### config.mk
export PLATFORM = sky130hd
export DESIGN_NAME = seg_scan_mux
export DESIGN_NICKNAME = d
export VERILOG_FILES = /design/src/rtl/seg_scan_pkg.sv /design/src/rtl/scan_slot_counter.sv /design/src/rtl/seg_scan_mux.sv
export SDC_FILE = /design/constraint.sdc
export NUM_CORES = 1
export LEC_CHECK = 0
export ABC_AREA = 1
export BUFFER_PORTS_ARGS = -buffer_cell sky130_fd_sc_hd__clkbuf_2
export CAP_MARGIN = 20
export CORE_MARGIN = 4
export CORE_UTILIZATION = 30
export CTS_BUF_LIST = sky130_fd_sc_hd__clkbuf_8
export CTS_CLUSTER_SIZE = 25
export DETAILED_ROUTE_END_ITERATION = 8
export GPL_ROUTABILITY_DRIVEN = 0
export PLACE_DENSITY = 0.58
export SYNTH_ARGS = -nofsm -noshare
export SYNTH_HDL_FRONTEND = slang
export SYNTH_SLANG_ARGS = --single-unit
### constraint.sdc
create_clock -name clk -period 2.2 [get_ports clk]
set_input_delay 0.44 -clock clk [delete_from_list [all_inputs] [get_ports clk]]
set_output_delay 0.44 -clock clk [all_outputs]
set_load 0.03 [all_outputs]
### src/rtl/seg_scan_pkg.sv
// Shared constants and helpers for the seven-segment scan driver.
package seg_scan_pkg;

  // Segment bit positions inside one digit pattern.
  localparam int unsigned SEG_A  = 0;
  localparam int unsigned SEG_B  = 1;
  localparam int unsigned SEG_C  = 2;
  localparam int unsigned SEG_D  = 3;
  localparam int unsigned SEG_E  = 4;
  localparam int unsigned SEG_F  = 5;
  localparam int unsigned SEG_G  = 6;
  localparam int unsigned SEG_DP = 7;

  // Logical (pre-polarity) off level of one segment, and a full 8-bit blank digit.
  localparam logic       SEG_OFF     = 1'b0;
  localparam logic [7:0] SEG_ALL_OFF = 8'h00;

  // Convert a logical level (1 = active) to the physical pin level.
  function automatic logic apply_pol(input logic value, input logic active_low);
    return value ^ active_low;
  endfunction

endpackage

### src/rtl/scan_slot_counter.sv
// Slot counter and digit index for the scan driver; wraps per frame, clears when disabled.
module scan_slot_counter #(
  parameter int unsigned NUM_DIGITS = 8,
  parameter int unsigned SLOT_LOG2  = 16,
  parameter int unsigned DIM_W      = 4,
  localparam int unsigned IDX_W     = $clog2(NUM_DIGITS)
) (
  input  logic             clk,
  input  logic             reset_n,
  input  logic             en,
  output logic [IDX_W-1:0] idx,
  output logic [DIM_W-1:0] cnt_msbs,
  output logic             frame_last,
  output logic             frame_first
);

  localparam logic [IDX_W-1:0] IdxLast = IDX_W'(NUM_DIGITS - 1);

  logic [SLOT_LOG2-1:0] cnt_q, cnt_d;
  logic [IDX_W-1:0]     idx_q, idx_d;
  logic                 slot_last;

  assign slot_last = &cnt_q;

  // Next state: count within a slot, step the digit on slot wrap, clear when disabled.
  always_comb begin
    cnt_d = cnt_q + 1'b1;
    idx_d = idx_q;
    if (slot_last) begin
      idx_d = (idx_q == IdxLast) ? '0 : idx_q + 1'b1;
    end
    if (!en) begin
      cnt_d = '0;
      idx_d = '0;
    end
  end

  // State register with synchronous active-low reset.
  always_ff @(posedge clk) begin
    if (!reset_n) begin
      cnt_q <= '0;
      idx_q <= '0;
    end else begin
      cnt_q <= cnt_d;
      idx_q <= idx_d;
    end
  end

  assign idx         = idx_q;
  assign cnt_msbs    = cnt_q[SLOT_LOG2-1 -: DIM_W];
  assign frame_last  = slot_last && (idx_q == IdxLast);
  assign frame_first = (cnt_q == '0) && (idx_q == '0);

endmodule

### src/rtl/seg_scan_mux.sv
// Time-multiplexed seven-segment driver: frame-synchronous shadows, PWM dimming, blanking.
module seg_scan_mux
  import seg_scan_pkg::*;
#(
  parameter int unsigned NUM_DIGITS = 8,
  parameter int unsigned SEG_W      = 8,
  parameter int unsigned SLOT_LOG2  = 16,
  parameter int unsigned DIM_W      = 4,
  parameter bit          ACTIVE_LOW = 1'b1
) (
  input  logic                        clk,
  input  logic                        reset_n,
  input  logic                        en,
  input  logic [NUM_DIGITS*SEG_W-1:0] seg_in,
  input  logic [NUM_DIGITS-1:0]       digit_en,
  input  logic [DIM_W-1:0]            brightness,
  output logic [NUM_DIGITS-1:0]       an,
  output logic [SEG_W-1:0]            sseg,
  output logic                        frame_start
);

  localparam int unsigned IDX_W = $clog2(NUM_DIGITS);

  logic [IDX_W-1:0] idx;
  logic [DIM_W-1:0] cnt_msbs;
  logic             frame_last;
  logic             frame_first;

  scan_slot_counter #(
    .NUM_DIGITS(NUM_DIGITS),
    .SLOT_LOG2 (SLOT_LOG2),
    .DIM_W     (DIM_W)
  ) u_counter (
    .clk        (clk),
    .reset_n    (reset_n),
    .en         (en),
    .idx        (idx),
    .cnt_msbs   (cnt_msbs),
    .frame_last (frame_last),
    .frame_first(frame_first)
  );

  logic [NUM_DIGITS-1:0][SEG_W-1:0] seg_sh_q;
  logic [NUM_DIGITS-1:0]            den_sh_q;
  logic [DIM_W-1:0]                 bri_sh_q;
  logic                             load;

  // Transparent while disabled, otherwise only snapshot on the frame's final cycle.
  assign load = !en || frame_last;

  // Shadow registers so a frame never mixes old and new patterns.
  always_ff @(posedge clk) begin
    if (!reset_n) begin
      seg_sh_q <= '0;
      den_sh_q <= '0;
      bri_sh_q <= '0;
    end else if (load) begin
      seg_sh_q <= seg_in;
      den_sh_q <= digit_en;
      bri_sh_q <= brightness;
    end
  end

  logic                  lit;
  logic [NUM_DIGITS-1:0] an_log, an_d;
  logic [SEG_W-1:0]      sseg_log, sseg_d;

  // Lit decode: on-time occupies the first (brightness+1) sub-slots of each slot.
  always_comb begin
    lit      = en && den_sh_q[idx] && (cnt_msbs <= bri_sh_q);
    an_log   = '0;
    sseg_log = {SEG_W{SEG_OFF}};
    if (lit) begin
      an_log[idx] = 1'b1;
      sseg_log    = seg_sh_q[idx];
    end
    for (int i = 0; i < int'(NUM_DIGITS); i++) begin
      an_d[i] = apply_pol(an_log[i], ACTIVE_LOW);
    end
    for (int i = 0; i < int'(SEG_W); i++) begin
      sseg_d[i] = apply_pol(sseg_log[i], ACTIVE_LOW);
    end
  end

  // Output registers at physical polarity; reset drives everything inactive.
  always_ff @(posedge clk) begin
    if (!reset_n) begin
      an          <= {NUM_DIGITS{apply_pol(1'b0, ACTIVE_LOW)}};
      sseg        <= {SEG_W{apply_pol(SEG_OFF, ACTIVE_LOW)}};
      frame_start <= 1'b0;
    end else begin
      an          <= an_d;
      sseg        <= sseg_d;
      frame_start <= en && frame_first;
    end
  end

endmodule

Word level (Yosys, flattened, before mapping)
Index checks and enable logic that the tools add are counted.
- bits in registers: 112
- bits in latches: 0
- bits in writable memories: 0
- memory bits (read-only): 0
- output and inout bits: 17
- memories kept: 0
- add/sub/neg operators: 2
- multiply operators: 0
- divide/modulo/power cells: 0
- $lt $le $gt $ge: 3
- equality and inequality tests: 1
- shift operators: 0
- mux-type cells: 9
- bitwise logic cells: 16
- reduce and logical (&&, ||, !) cells: 12
- operators with widths (cell ; count):
    binary-select mux 8 bit (select 3 bit) ; 1
    2-to-1 mux 8 bit ; 3
    adder 16 x 1 -> 16 bit, second input constant ; 1
    zero test 16 bit ; 1
    NOT 1 bit ; 16
    AND reduction 16 bit ; 1
    logical AND 1 bit ; 6
    less-or-equal comparator 4 bit ; 1
    < comparator 3 x 4 -> 1 bit, second input constant ; 1
    adder 3 x 1 -> 3 bit, second input constant ; 1
    binary-select mux 1 bit (select 3 bit) ; 1
    demux 1 bit (select 3 bit) ; 1
    == test 3 bit, second input constant ; 1
    >= comparator 3 x 1 -> 1 bit, second input constant ; 1
    zero test 3 bit ; 1
    2-to-1 mux 3 bit ; 1
    2-to-1 mux 1 bit ; 2
    AND reduction 2 bit ; 1
    zero test 1 bit ; 1
    logical OR 1 bit ; 1

Longest topological paths before layout
Gate-level depths: netlist of the first run.
- word-level depth: 6
- gate-level depth with buffers: 10
- mapped depth without buffers: 8

Modules after synthesis
Synthesis of the first run repeated with hierarchy kept, for this count alone.
- cells, all modules: 695
- area, all modules: 5017.3 µm²
- by module, submodules not included (module ; times used ; cells an instance ; area an instance (µm²) ; seq. area each (µm²)):
    seg_scan_mux ; 1 ; 544 ; 3966.3 ; 1861.8
    scan_slot_counter ; 1 ; 151 ; 1051.0 ; 380.4

Least setup slack after synthesis of the first run
Ideal clock, no wire load.
- kind: reg-to-reg
- start point: register u_counter.cnt_q[15]
- end point: register an[2]
- arrival time: 1.515 ns
- setup slack: 0.544 ns
- stages on the path, launching flop included: 9
- buffers on the path: 1
- period minus slack after synthesis: 1.656 ns
- path through: dfxtp_1 -> ha_1 -> nand2_1 -> inv_1 -> nand2_1 -> nand2_1 -> a21boi_1 -> clkbuf_1 -> nand4_1
- cells in the longest elaborated chain, start to end: 4
- ends and longest elaborated chain (item ; line ; RTL):
    start, declared ; scan_slot_counter.sv:19 ; logic [SLOT_LOG2-1:0] cnt_q, cnt_d;
    start signal, assigned ; scan_slot_counter.sv:44 ; cnt_q <= cnt_d;
    less-or-equal comparator 4 bit ; seg_scan_mux.sv:70 ; lit = en && den_sh_q[idx] && (cnt_msbs <= bri_sh_q);
    logical AND 1 bit ; seg_scan_mux.sv:70 ;
    2-to-1 mux 8 bit ; seg_scan_mux.sv:73 ; if (lit) begin
    NOT 1 bit (no source line) ; n/a ;
    end signal, assigned ; seg_scan_mux.sv:88 ; an <= {NUM_DIGITS{apply_pol(1'b0, ACTIVE_LOW)}};
    end signal, assigned ; seg_scan_mux.sv:92 ; an <= an_d;
    end, declared ; seg_scan_mux.sv:17 ; output logic [NUM_DIGITS-1:0] an,
No other way between the ends.
A chain may end at the register's enable or synchronous reset.

Worst setup path after layout of the first run
- start point: register u_counter.cnt_q[0]
- end point: register seg_sh_q[38] (netlist bit)
- cells in the longest elaborated chain, start to end: 3
- ends and longest elaborated chain (item ; line ; RTL):
    AND reduction 16 bit ; scan_slot_counter.sv:23 ; assign slot_last = &cnt_q;
    logical AND 1 bit ; scan_slot_counter.sv:51 ; assign frame_last = slot_last && (idx_q == IdxLast);
    logical OR 1 bit ; seg_scan_mux.sv:49 ; assign load = !en || frame_last;
    end signal, assigned ; seg_scan_mux.sv:58 ; seg_sh_q <= seg_in;
    end, declared ; seg_scan_mux.sv:43 ; logic [NUM_DIGITS-1:0][SEG_W-1:0] seg_sh_q;
No other way between the ends.

==> results of run 1 <==
## cell families after synthesis
| logic type | synth area share, % |
|---|---|
| flops | 40.8 |
| fa+ha+maj | 2.05 |
| buf+inv | 13.3 |
| compound gates | 12.1 |
| simple gates | 31.3 |
| xor+xnor | 0.478 |
## per-stage QoR
stage / area, um^2 / power, mW / hold slack [ns]
2_1_floorplan: 5500 / 2.52 / 0.430
3_5_place_dp: 6160 / 2.71 / 0.457
6_report: 6370 / 4.01 / 0.248
3_3_place_gp: 6160 / 2.71 / 0.450
4_1_cts: 6370 / 4.06 / 0.234
5_1_grt: 6370 / 4.21 / 0.248
## cell usage in the layout (no fill, tap or decap), types with 2 or more instances in the layout
| master | instances |
|---|---|
| nor3_1 | 5 |
| nor2_1 | 96 |
| buf_12 | 4 |
| inv_2 | 4 |
| clkbuf_8 | 10 |
| inv_6 | 3 |
| nor4_1 | 2 |
| nand3_1 | 96 |
| nand2_1 | 176 |
| a21oi_1 | 99 |
| xnor2_1 | 2 |
| dfxtp_1 | 112 |
| nand4_1 | 22 |
| buf_4 | 12 |
| o21ai_0 | 28 |
| inv_1 | 119 |
| clkbuf_2 | 94 |
| ha_1 | 9 |
| nor2_4 | 2 |
## worst max path at each step
stage          slack, ns                      startpoint                        endpoint
3_5_place_dp        0.45                         reset_n   u_counter.cnt_q[5]$_SDFF_PN0_
2_1_floorplan       0.54  u_counter.cnt_q[15]$_SDFF_PN0_                an[2]$_SDFF_PN1_
4_1_cts             0.48   u_counter.cnt_q[0]$_SDFF_PN0_       seg_sh_q[38]$_SDFFE_PN0P_
5_1_grt             0.32   u_counter.idx[0]$_SDFFE_PN0P_       seg_sh_q[27]$_SDFFE_PN0P_
6_report            0.46   u_counter.cnt_q[0]$_SDFF_PN0_       seg_sh_q[38]$_SDFFE_PN0P_
3_3_place_gp        0.48                         reset_n  u_counter.cnt_q[10]$_SDFF_PN0_
## power by group through the flow
stage | registers (mW) | clock network (mW) | logic [mW]
floorplan | 2.21 | 0 | 0.318
global placement | 2.21 | 0 | 0.497
detailed placement | 2.21 | 0 | 0.499
CTS | 2.16 | 1.40 | 0.501
global route | 2.17 | 1.46 | 0.571
finish | 2.16 | 1.35 | 0.494
## layer usage
| layer | vias up | GRT usage, % | routed length, um |
|---|---|---|---|
| met3 | 16 | 3.33 | 655 |
| met5 | - | 0 | 0 |
| met2 | 102 | 24.2 | 7140 |
| li1 | 2770 | - | - |
| met1 | 2275 | 20.4 | 7360 |
| met4 | 0 | 4.71 | 237 |
## registers in the layout (all words and copies together), names as in the netlist
register and count:
sseg 8, u_counter.idx 3, u_counter.cnt_q 16, frame_start 1, an 8, bri_sh_q 4
den_sh_q 8, seg_sh_q 64
## critical path, delay by kind of cell, from the launching register on
kind                       cells  cell delay [ns]
DFF                            1             0.38
buffers and inverters          1             0.23
AOI/OAI and AO/OA              1             0.20
and+or+nand+nor                4             0.62
adders and majority gates      1             0.20
## area by class of cell
cell class	instances	area (um^2)
repair buffers	110	641
well taps	229	287
clock buffers	10	138
clock inverters	6	72.6
multi-input cells	544	2520
flip-flops and latches	112	2240
inverters	123	462
fillers	2003	11600
==> results.py, run 1 <==
metrics = {
    "placed_design": {
        "place_inst": 1118,
        "port_buffers": 95,
        "dpl_worst_slack_ns": 0.449,
        "hpwl_mm": 11.1,
    },
    "timing": {
        "worst_slack_ns": 0.458,
        "rsz0062_at_grt": "false",
        "worst_pin_slew_ns": 0.490,
        "worst_clock_skew_ns": 0.0267,
        "slew_viol_final": 0,
        "setup_viol": 0,
        "max_freq_mhz": 574,
        "relSlewSlack_pct": 67.3,
        "timing.final.crit_share_pct": 79.2,
        "hold_violations": 0,
        "period_needed_ns": 1.74,
        "final.setup.tns_ns": 0,
    },
    "logic_synthesis": {
        "syn_nets": 918,
        "async_flop_share_pct": 0,
        "synth_area_leader_cell": "dfxtp_1",
        "netlist_area_um2": 5500,
        "synthMostInstantiatedCell": "nand2_1",
        "yosys-top-cells-area": "dfxtp_1, nand2_1, a21oi_1, nand3_1, inv_1",
        "synth_cell_types": 25,
        "synth_flop_cell": "dfxtp_1",
        "synth_area_per_cell_um2": 6.62,
        "synth_top_area_share_pct": 40.8,
        "synth_commonest_cells": "nand2_1, inv_1, dfxtp_1, a21oi_1",
        "syn_inst": 830,
        "synth_enable_flop_cells": 0,
        "synth_warnings": 0,
        "synth-seq-cells": 112,
        "yosysSeqAreaShare_pct": 40.8,
    },
    "clocking": {
        "cts_setup_buffers": 0,
        "cts.sinks": 112,
        "hold_buffers": 0,
        "cts_made_buffers": 9,
        "post_cts_resize_count": 0,
        "clkTransAtPathRegs_ns": 0.12,
        "cts-root-buf": "clkbuf_8",
        "clk_latency_ns": 0.40,
        "clockBufferDepth": 2,
        "htreeDepth": 3,
        "cts_tree": "yes",
    },
    "finish": {
        "final_util_pct": 35.4,
        "drive_above_1_share_pct": 14.8,
        "n_antenna_cell": 0,
        "nNetsFinal": 988,
        "area_growth_syn_to_layout_pct": 15.8,
        "final_cells": 1134,
    },
    "power_and_ir_drop": {
        "leakage_nw": 3.14,
        "seqPwrFrac_pct": 54.0,
        "irDropWorstVdd_v": 0.000354,
        "p_switching_mw": 1.10,
        "combPwrFrac_pct": 12.3,
        "p_int_mw": 2.90,
        "switching_share_pct": 27.6,
        "p_per_area_nw_per_um2": 630,
        "p_clk_share_pct": 33.7,
    },
    "floorplan": {
        "row_count": 49,
        "initial_core_util_pct": 30.6,
        "die_area_um2": 20600,
        "chipWidth_um": 143,
        "core_area_um2": 18000,
        "io_pins": 96,
        "die_h_um": 143,
    },
    "routing": {
        "post_drt_wl_per_cell_um": 13.6,
        "via_per_inst": 4.55,
        "vias": 5163,
        "drc": 0,
        "first_iter_violations": 375,
        "final_antenna_net_count": 0,
        "dr.pass1.iters": 4,
        "routed_wl_mm": 15.4,
    },
    "worst_hold_path": {
        "min_path_type": "primary input to flip-flop",
        "min-delay-start": "digit_en[0]",
        "min_path_cells": 3,
        "hold_end": "den_sh_q[0]$_SDFFE_PN0P_",
    },
    "global_routing": {
        "grt_pass1_vias": 4966,
        "grt_first_pass_wirelength_mm": 24.7,
        "gr-total-overflow": 0,
        "grtUsageTotal_pct": 15.1,
        "antenna_found_initial": 0,
        "grt_max_degree": 71,
    },
    "worst_setup_path": {
        "r2r_slack_ns": 0.46,
        "crit_path_end_kind": "flip-flop",
        "slowest_delay_ns": 0.38,
        "criticalPathCategory": "flip-flop to flip-flop",
        "path_cells": "ha_1 -> nand3_1 -> nor2_4 -> nand3_4 -> buf_12 -> a21oi_1 -> nor2_1",
        "rr_worst_depth": 7,
        "cp_max_fo": 70,
        "r2r_end": "seg_sh_q[38]$_SDFFE_PN0P_",
        "cp_data_arrival_time_ns": 2.04,
        "critPathSlowestCell": "dfxtp_1",
        "worstPathRequired_ns": 2.49,
        "critPathLaunchType": "flip-flop",
        "r2r_start": "u_counter.cnt_q[0]$_SDFF_PN0_",
    },
    "flow_run": {
        "maxCapViolCount": 0,
    },
    "status": {
        "outcome": "completed",
    },
}
Power figures use the tool's default switching activity.
==> inputs of run 2 (changes only) <==
==> constraint.sdc (replaced) <==
create_clock -name clk -period 1.8 [get_ports clk]
set_input_delay 0.36 -clock clk [delete_from_list [all_inputs] [get_ports clk]]
set_output_delay 0.36 -clock clk [all_outputs]
set_load 0.03 [all_outputs]
==> run 2 against run 1 <==
Non-clock buffer count up 10. Design area is 1.9% higher. Global-route usage increased by 0.20 points. Final cell count is 0.88% higher. Flip-flop and latch count stayed put. Wire length up 2.1%. Maximum frequency grew 5.4%. Hold slack got worse by 0.073 ns. Highest routed layer unchanged. Critical path type unchanged. Total power increased by 24%. Clock power is 26% higher.
==> results.py, run 2 (synthesized netlist as in run 1, its figures left out) <==
metrics = {
    "finish": {
        "n_antenna_cell": 0,
        "mostFrequentLayoutCell": "nand2_1",
        "most-common-layout-cells": "nand2_1, inv_1, dfxtp_1",
        "largestRegisters": "seg_sh_q x64, u_counter.cnt_q x16",
        "fin_area_um2": 6480,
        "final_util_pct": 36.1,
        "top_register": "seg_sh_q",
        "area_growth_syn_to_layout_pct": 18.0,
        "drive_above_1_share_pct": 16.1,
        "largest_reg_flops": 64,
        "nNetsFinal": 998,
    },
    "global_routing": {
        "antenna_found_initial": 0,
        "grt_max_degree": 72,
        "gr-total-overflow": 0,
        "grt_first_pass_wirelength_mm": 24.8,
        "grt_pass1_vias": 4826,
        "grtUsageTotal_pct": 15.3,
    },
    "worst_hold_path": {
        "min_path_cells": 3,
        "min_path_type": "primary input to flip-flop",
        "min-delay-start": "digit_en[4]",
    },
    "power_and_ir_drop": {
        "combPwrFrac_pct": 12.6,
        "p_int_mw": 3.64,
        "irDropWorstVdd_v": 0.000384,
        "p_switching_mw": 1.33,
        "leakage_nw": 3.19,
        "switching_share_pct": 26.7,
        "p_clk_share_pct": 34.2,
        "p_per_area_nw_per_um2": 766,
        "seqPwrFrac_pct": 53.3,
    },
    "floorplan": {
        "io_pins": 96,
        "row_count": 49,
        "initial_core_util_pct": 30.6,
        "chipWidth_um": 143,
        "core_area_um2": 18000,
        "die_h_um": 143,
        "die_area_um2": 20600,
    },
    "clocking": {
        "cts.sinks": 112,
        "clkTransAtPathRegs_ns": 0.11,
        "cts-root-buf": "clkbuf_8",
        "clk_latency_ns": 0.40,
        "cts_made_buffers": 9,
        "htreeDepth": 3,
        "post_cts_resize_count": 0,
        "cts_tree": "yes",
        "clockBufferDepth": 2,
        "hold_buffers": 0,
        "cts_setup_buffers": 0,
    },
    "worst_setup_path": {
        "critPathLaunch": "u_counter.cnt_q[0]$_SDFF_PN0_",
        "worstPathRequired_ns": 2.09,
        "criticalPathCategory": "flip-flop to flip-flop",
        "critPathLaunchType": "flip-flop",
        "r2r_start": "u_counter.cnt_q[0]$_SDFF_PN0_",
        "crit_path_end_kind": "flip-flop",
        "cp_data_arrival_time_ns": 1.94,
        "rr_worst_depth": 7,
        "cp_max_fo": 71,
    },
    "timing": {
        "hold_violations": 0,
        "rsz0062_at_grt": "false",
        "period_needed_ns": 1.65,
        "worst_pin_slew_ns": 0.480,
        "timing.final.crit_share_pct": 91.8,
        "final.setup.tns_ns": 0,
        "setup_viol": 0,
        "worst_clock_skew_ns": 0.0198,
        "max_freq_mhz": 605,
        "slew_viol_final": 0,
        "relSlewSlack_pct": 68.0,
    },
    "routing": {
        "routed_wl_mm": 15.7,
        "drc": 0,
        "final_antenna_net_count": 0,
        "vias": 5296,
        "dr.pass1.iters": 5,
        "first_iter_violations": 370,
        "post_drt_wl_per_cell_um": 13.7,
        "via_per_inst": 4.63,
    },
    "placed_design": {
        "hpwl_mm": 11.5,
        "port_buffers": 95,
        "placed_cell_area_um2": 6260,
    },
    "status": {
        "outcome": "completed",
    },
    "flow_run": {
        "maxCapViolCount": 0,
    },
}
-- run 2: final cells by class --
type | count | area [um^2]
well taps | 229 | 287
repair buffers | 120 | 741
clock buffers | 9 | 124
clock inverters | 7 | 96.3
flip-flops and latches | 112 | 2240
inverters | 123 | 462
fillers | 1968 | 11500
multi-input cells | 544 | 2530
-- run 2: path summary, 6_finish.rpt --
path / end / slack, ns
max: seg_sh_q[26]$_SDFFE_PN0P_ / 0.15
min: den_sh_q[4]$_SDFFE_PN0P_ / 0.17
max reg2reg: seg_sh_q[26]$_SDFFE_PN0P_ / 0.15
min reg2reg: u_counter.cnt_q[0]$_SDFF_PN0_ / 0.44
-- run 2: critical path, stage by stage (launching register included) --
cell and delay (ns):
dfxtp_2 0.37, ha_1 0.18, nand3_1 0.17, nor2_4 0.18, nand3_4 0.12, buf_12 0.21
a21oi_1 0.19, nor2_1 0.07
-- run 2: power groups by stage --
stage | registers (mW) | logic [mW] | clock network, mW
3_3_place_gp | 2.70 | 0.623 | 0
3_5_place_dp | 2.70 | 0.626 | 0
6_report | 2.65 | 0.624 | 1.70
2_1_floorplan | 2.70 | 0.389 | 0
4_1_cts | 2.65 | 0.629 | 1.74
5_1_grt | 2.66 | 0.716 | 1.85
-- run 2: stage by stage --
stage | power, mW | hold slack (ns) | setup WS [ns] | cells
after floorplan | 3.08 | 0.430 | 0.144 | 830
after global placement | 3.33 | 0.445 | 0.149 | 1128
after detailed placement | 3.33 | 0.455 | 0.121 | 1128
after CTS | 5.02 | 0.156 | 0.0888 | 1144
after global routing | 5.23 | 0.162 | 0.0422 | 1144
final | 4.97 | 0.174 | 0.147 | 1144
-- run 2: metal layers --
metal	up-vias	part of all wire (%)	track usage (%)	wire, um
li1	2781	-	-	-
met4	0	1.4	4.01	218
met5	-	0	0	0
met3	13	5.3	3.36	826
met2	113	48	25.4	7600
met1	2389	45	20.2	7070
==> inputs of run 3 (changes only) <==
--- a/config.mk
+++ b/config.mk
@@ -14,7 +14,7 @@
 export CTS_CLUSTER_SIZE = 25
 export DETAILED_ROUTE_END_ITERATION = 8
 export GPL_ROUTABILITY_DRIVEN = 0
-export PLACE_DENSITY = 0.58
+export PLACE_DENSITY = 0.57
 export SYNTH_ARGS = -nofsm -noshare
 export SYNTH_HDL_FRONTEND = slang
 export SYNTH_SLANG_ARGS = --single-unit
==> run 3 against run 2 <==
Clock power down 8%. Maximum frequency down 0.22%. Critical path type unchanged. Flip-flop and latch count unchanged.
==> results.py, run 3 (synthesized netlist as in run 1, its figures left out) <==
metrics = {
    "clocking": {
        "cts.sinks": 112,
        "cts_setup_buffers": 0,
        "clkTransAtPathRegs_ns": 0.11,
        "cts-root-buf": "clkbuf_8",
        "clk_latency_ns": 0.39,
        "clockBufferDepth": 2,
        "cts_made_buffers": 9,
        "htreeDepth": 3,
        "cts_tree": "yes",
    },
    "floorplan": {
        "row_count": 49,
        "die_h_um": 143,
        "io_pins": 96,
        "chipWidth_um": 143,
        "core_area_um2": 18000,
        "die_area_um2": 20600,
        "initial_core_util_pct": 30.6,
    },
    "finish": {
        "drive_above_1_share_pct": 15.8,
        "mostFrequentLayoutCell": "nand2_1",
        "largestRegisters": "seg_sh_q x64, u_counter.cnt_q x16",
        "nNetsFinal": 996,
        "final_cells": 1142,
        "fillers": 2005,
        "largest_reg_flops": 64,
        "final_util_pct": 36.1,
        "fin_area_um2": 6480,
        "top_register": "seg_sh_q",
        "area_growth_syn_to_layout_pct": 17.8,
        "n_antenna_cell": 0,
        "most-common-layout-cells": "nand2_1, inv_1, dfxtp_1",
    },
    "global_routing": {
        "grt_pass1_vias": 4866,
        "grt_max_degree": 75,
        "gr-total-overflow": 0,
        "antenna_found_initial": 0,
        "grtUsageTotal_pct": 15.3,
        "grt_first_pass_wirelength_mm": 24.8,
    },
    "worst_setup_path": {
        "cp_data_arrival_time_ns": 1.94,
        "criticalPathCategory": "flip-flop to flip-flop",
        "slowest_delay_ns": 0.39,
        "worstPathRequired_ns": 2.09,
        "critPathBufInv": 1,
        "path_cells": "ha_1 -> nand3_2 -> nor2_4 -> nand3_4 -> buf_16 -> a21oi_1 -> nor2_1",
        "crit_path_end_kind": "flip-flop",
        "cp_max_fo": 31,
        "critPathSlowestCell": "dfxtp_1",
        "path_delay_family": "simple AND/OR/NAND/NOR gates",
        "critPathLaunchType": "flip-flop",
    },
    "routing": {
        "vias": 5253,
        "final_antenna_net_count": 0,
        "first_iter_violations": 349,
        "routed_wl_mm": 15.8,
        "via_per_inst": 4.60,
        "post_drt_wl_per_cell_um": 13.8,
        "dr.pass1.iters": 5,
        "drc": 0,
    },
    "timing": {
        "slew_viol_final": 0,
        "holdWs_ns": 0.179,
        "timing.final.crit_share_pct": 92.0,
        "relSlewSlack_pct": 66.0,
        "period_needed_ns": 1.66,
        "worst_pin_slew_ns": 0.510,
        "rsz0062_at_grt": "false",
        "setup_viol": 0,
        "hold_violations": 0,
        "max_freq_mhz": 604,
        "worst_clock_skew_ns": 0.0150,
        "final.setup.tns_ns": 0,
        "worst_slack_ns": 0.144,
    },
    "power_and_ir_drop": {
        "power.total_mw": 4.83,
        "leakage_nw": 3.20,
        "irDropWorstVdd_v": 0.000363,
        "p_per_area_nw_per_um2": 746,
    },
    "worst_hold_path": {
        "min_path_type": "primary input to flip-flop",
    },
    "placed_design": {
        "place_inst": 1125,
        "port_buffers": 95,
        "hpwl_mm": 11.3,
        "dpl_worst_slack_ns": 0.133,
        "placed_cell_area_um2": 6230,
    },
    "status": {
        "outcome": "completed",
    },
    "flow_run": {
        "maxCapViolCount": 0,
    },
}
-- run 3: cell count changes in the layout (fill, tap and decap cells not counted), sizes merged --
cell,previous run,this run
bufinv,2,1
inv,123,124
clkbuf,103,105
clkinvlp,3,1
buf,26,23
clkinv,2,3
-- run 3: final timing paths --
| path | start | end | slack (ns) | cells after the start |
|---|---|---|---|---|
| worst max-delay path | u_counter.cnt_q[0]$_SDFF_PN0_ | seg_sh_q[27]$_SDFFE_PN0P_ | 0.14 | 7 |
| worst min-delay path | seg_in[24] | seg_sh_q[24]$_SDFFE_PN0P_ | 0.18 | 3 |
| worst max register to register | u_counter.cnt_q[0]$_SDFF_PN0_ | seg_sh_q[27]$_SDFFE_PN0P_ | 0.14 | 7 |
| worst min register to register | u_counter.cnt_q[0]$_SDFF_PN0_ | u_counter.cnt_q[0]$_SDFF_PN0_ | 0.48 | 1 |
-- run 3: metal layers --
layer  share of wire (%)  global-route usage [%]
met1                  46                    20.4
met4                 1.8                    4.61
met2                  47                    24.9
met3                 5.3                    3.39
met5                   0                       0
-- run 3: area by class of cell --
class / count / area [um^2] / share of cell area [%]
well taps: 229 / 287 / 4.42
clock buffers: 10 / 138 / 2.13
multi-input cells: 544 / 2540 / 39.2
flip-flops and latches: 112 / 2240 / 34.6
inverters: 123 / 462 / 7.13
repair buffers: 118 / 751 / 11.6
clock inverters: 6 / 60.1 / 0.927
-- run 3: tightest hold or removal path, cell delays in order --
cell      delay, ns
clkbuf_2       0.08
a21oi_1        0.03
nor2_1         0.08
-- run 3: report_power, final --
part           internal, mW  switching [mW]  leakage (nW)  total (mW)
logic                 0.246           0.364          2.18       0.609
registers              2.60          0.0470         0.924        2.65
clock network         0.676           0.898         0.103        1.57
total                  3.52            1.31          3.20        4.83
-- run 3: repair_timing --
action                                  CTS  global route
endpoints found under the hold margin     0             0
gates resized for setup                   0             4
hold buffers                              0             0
endpoints found under the setup margin    0             4
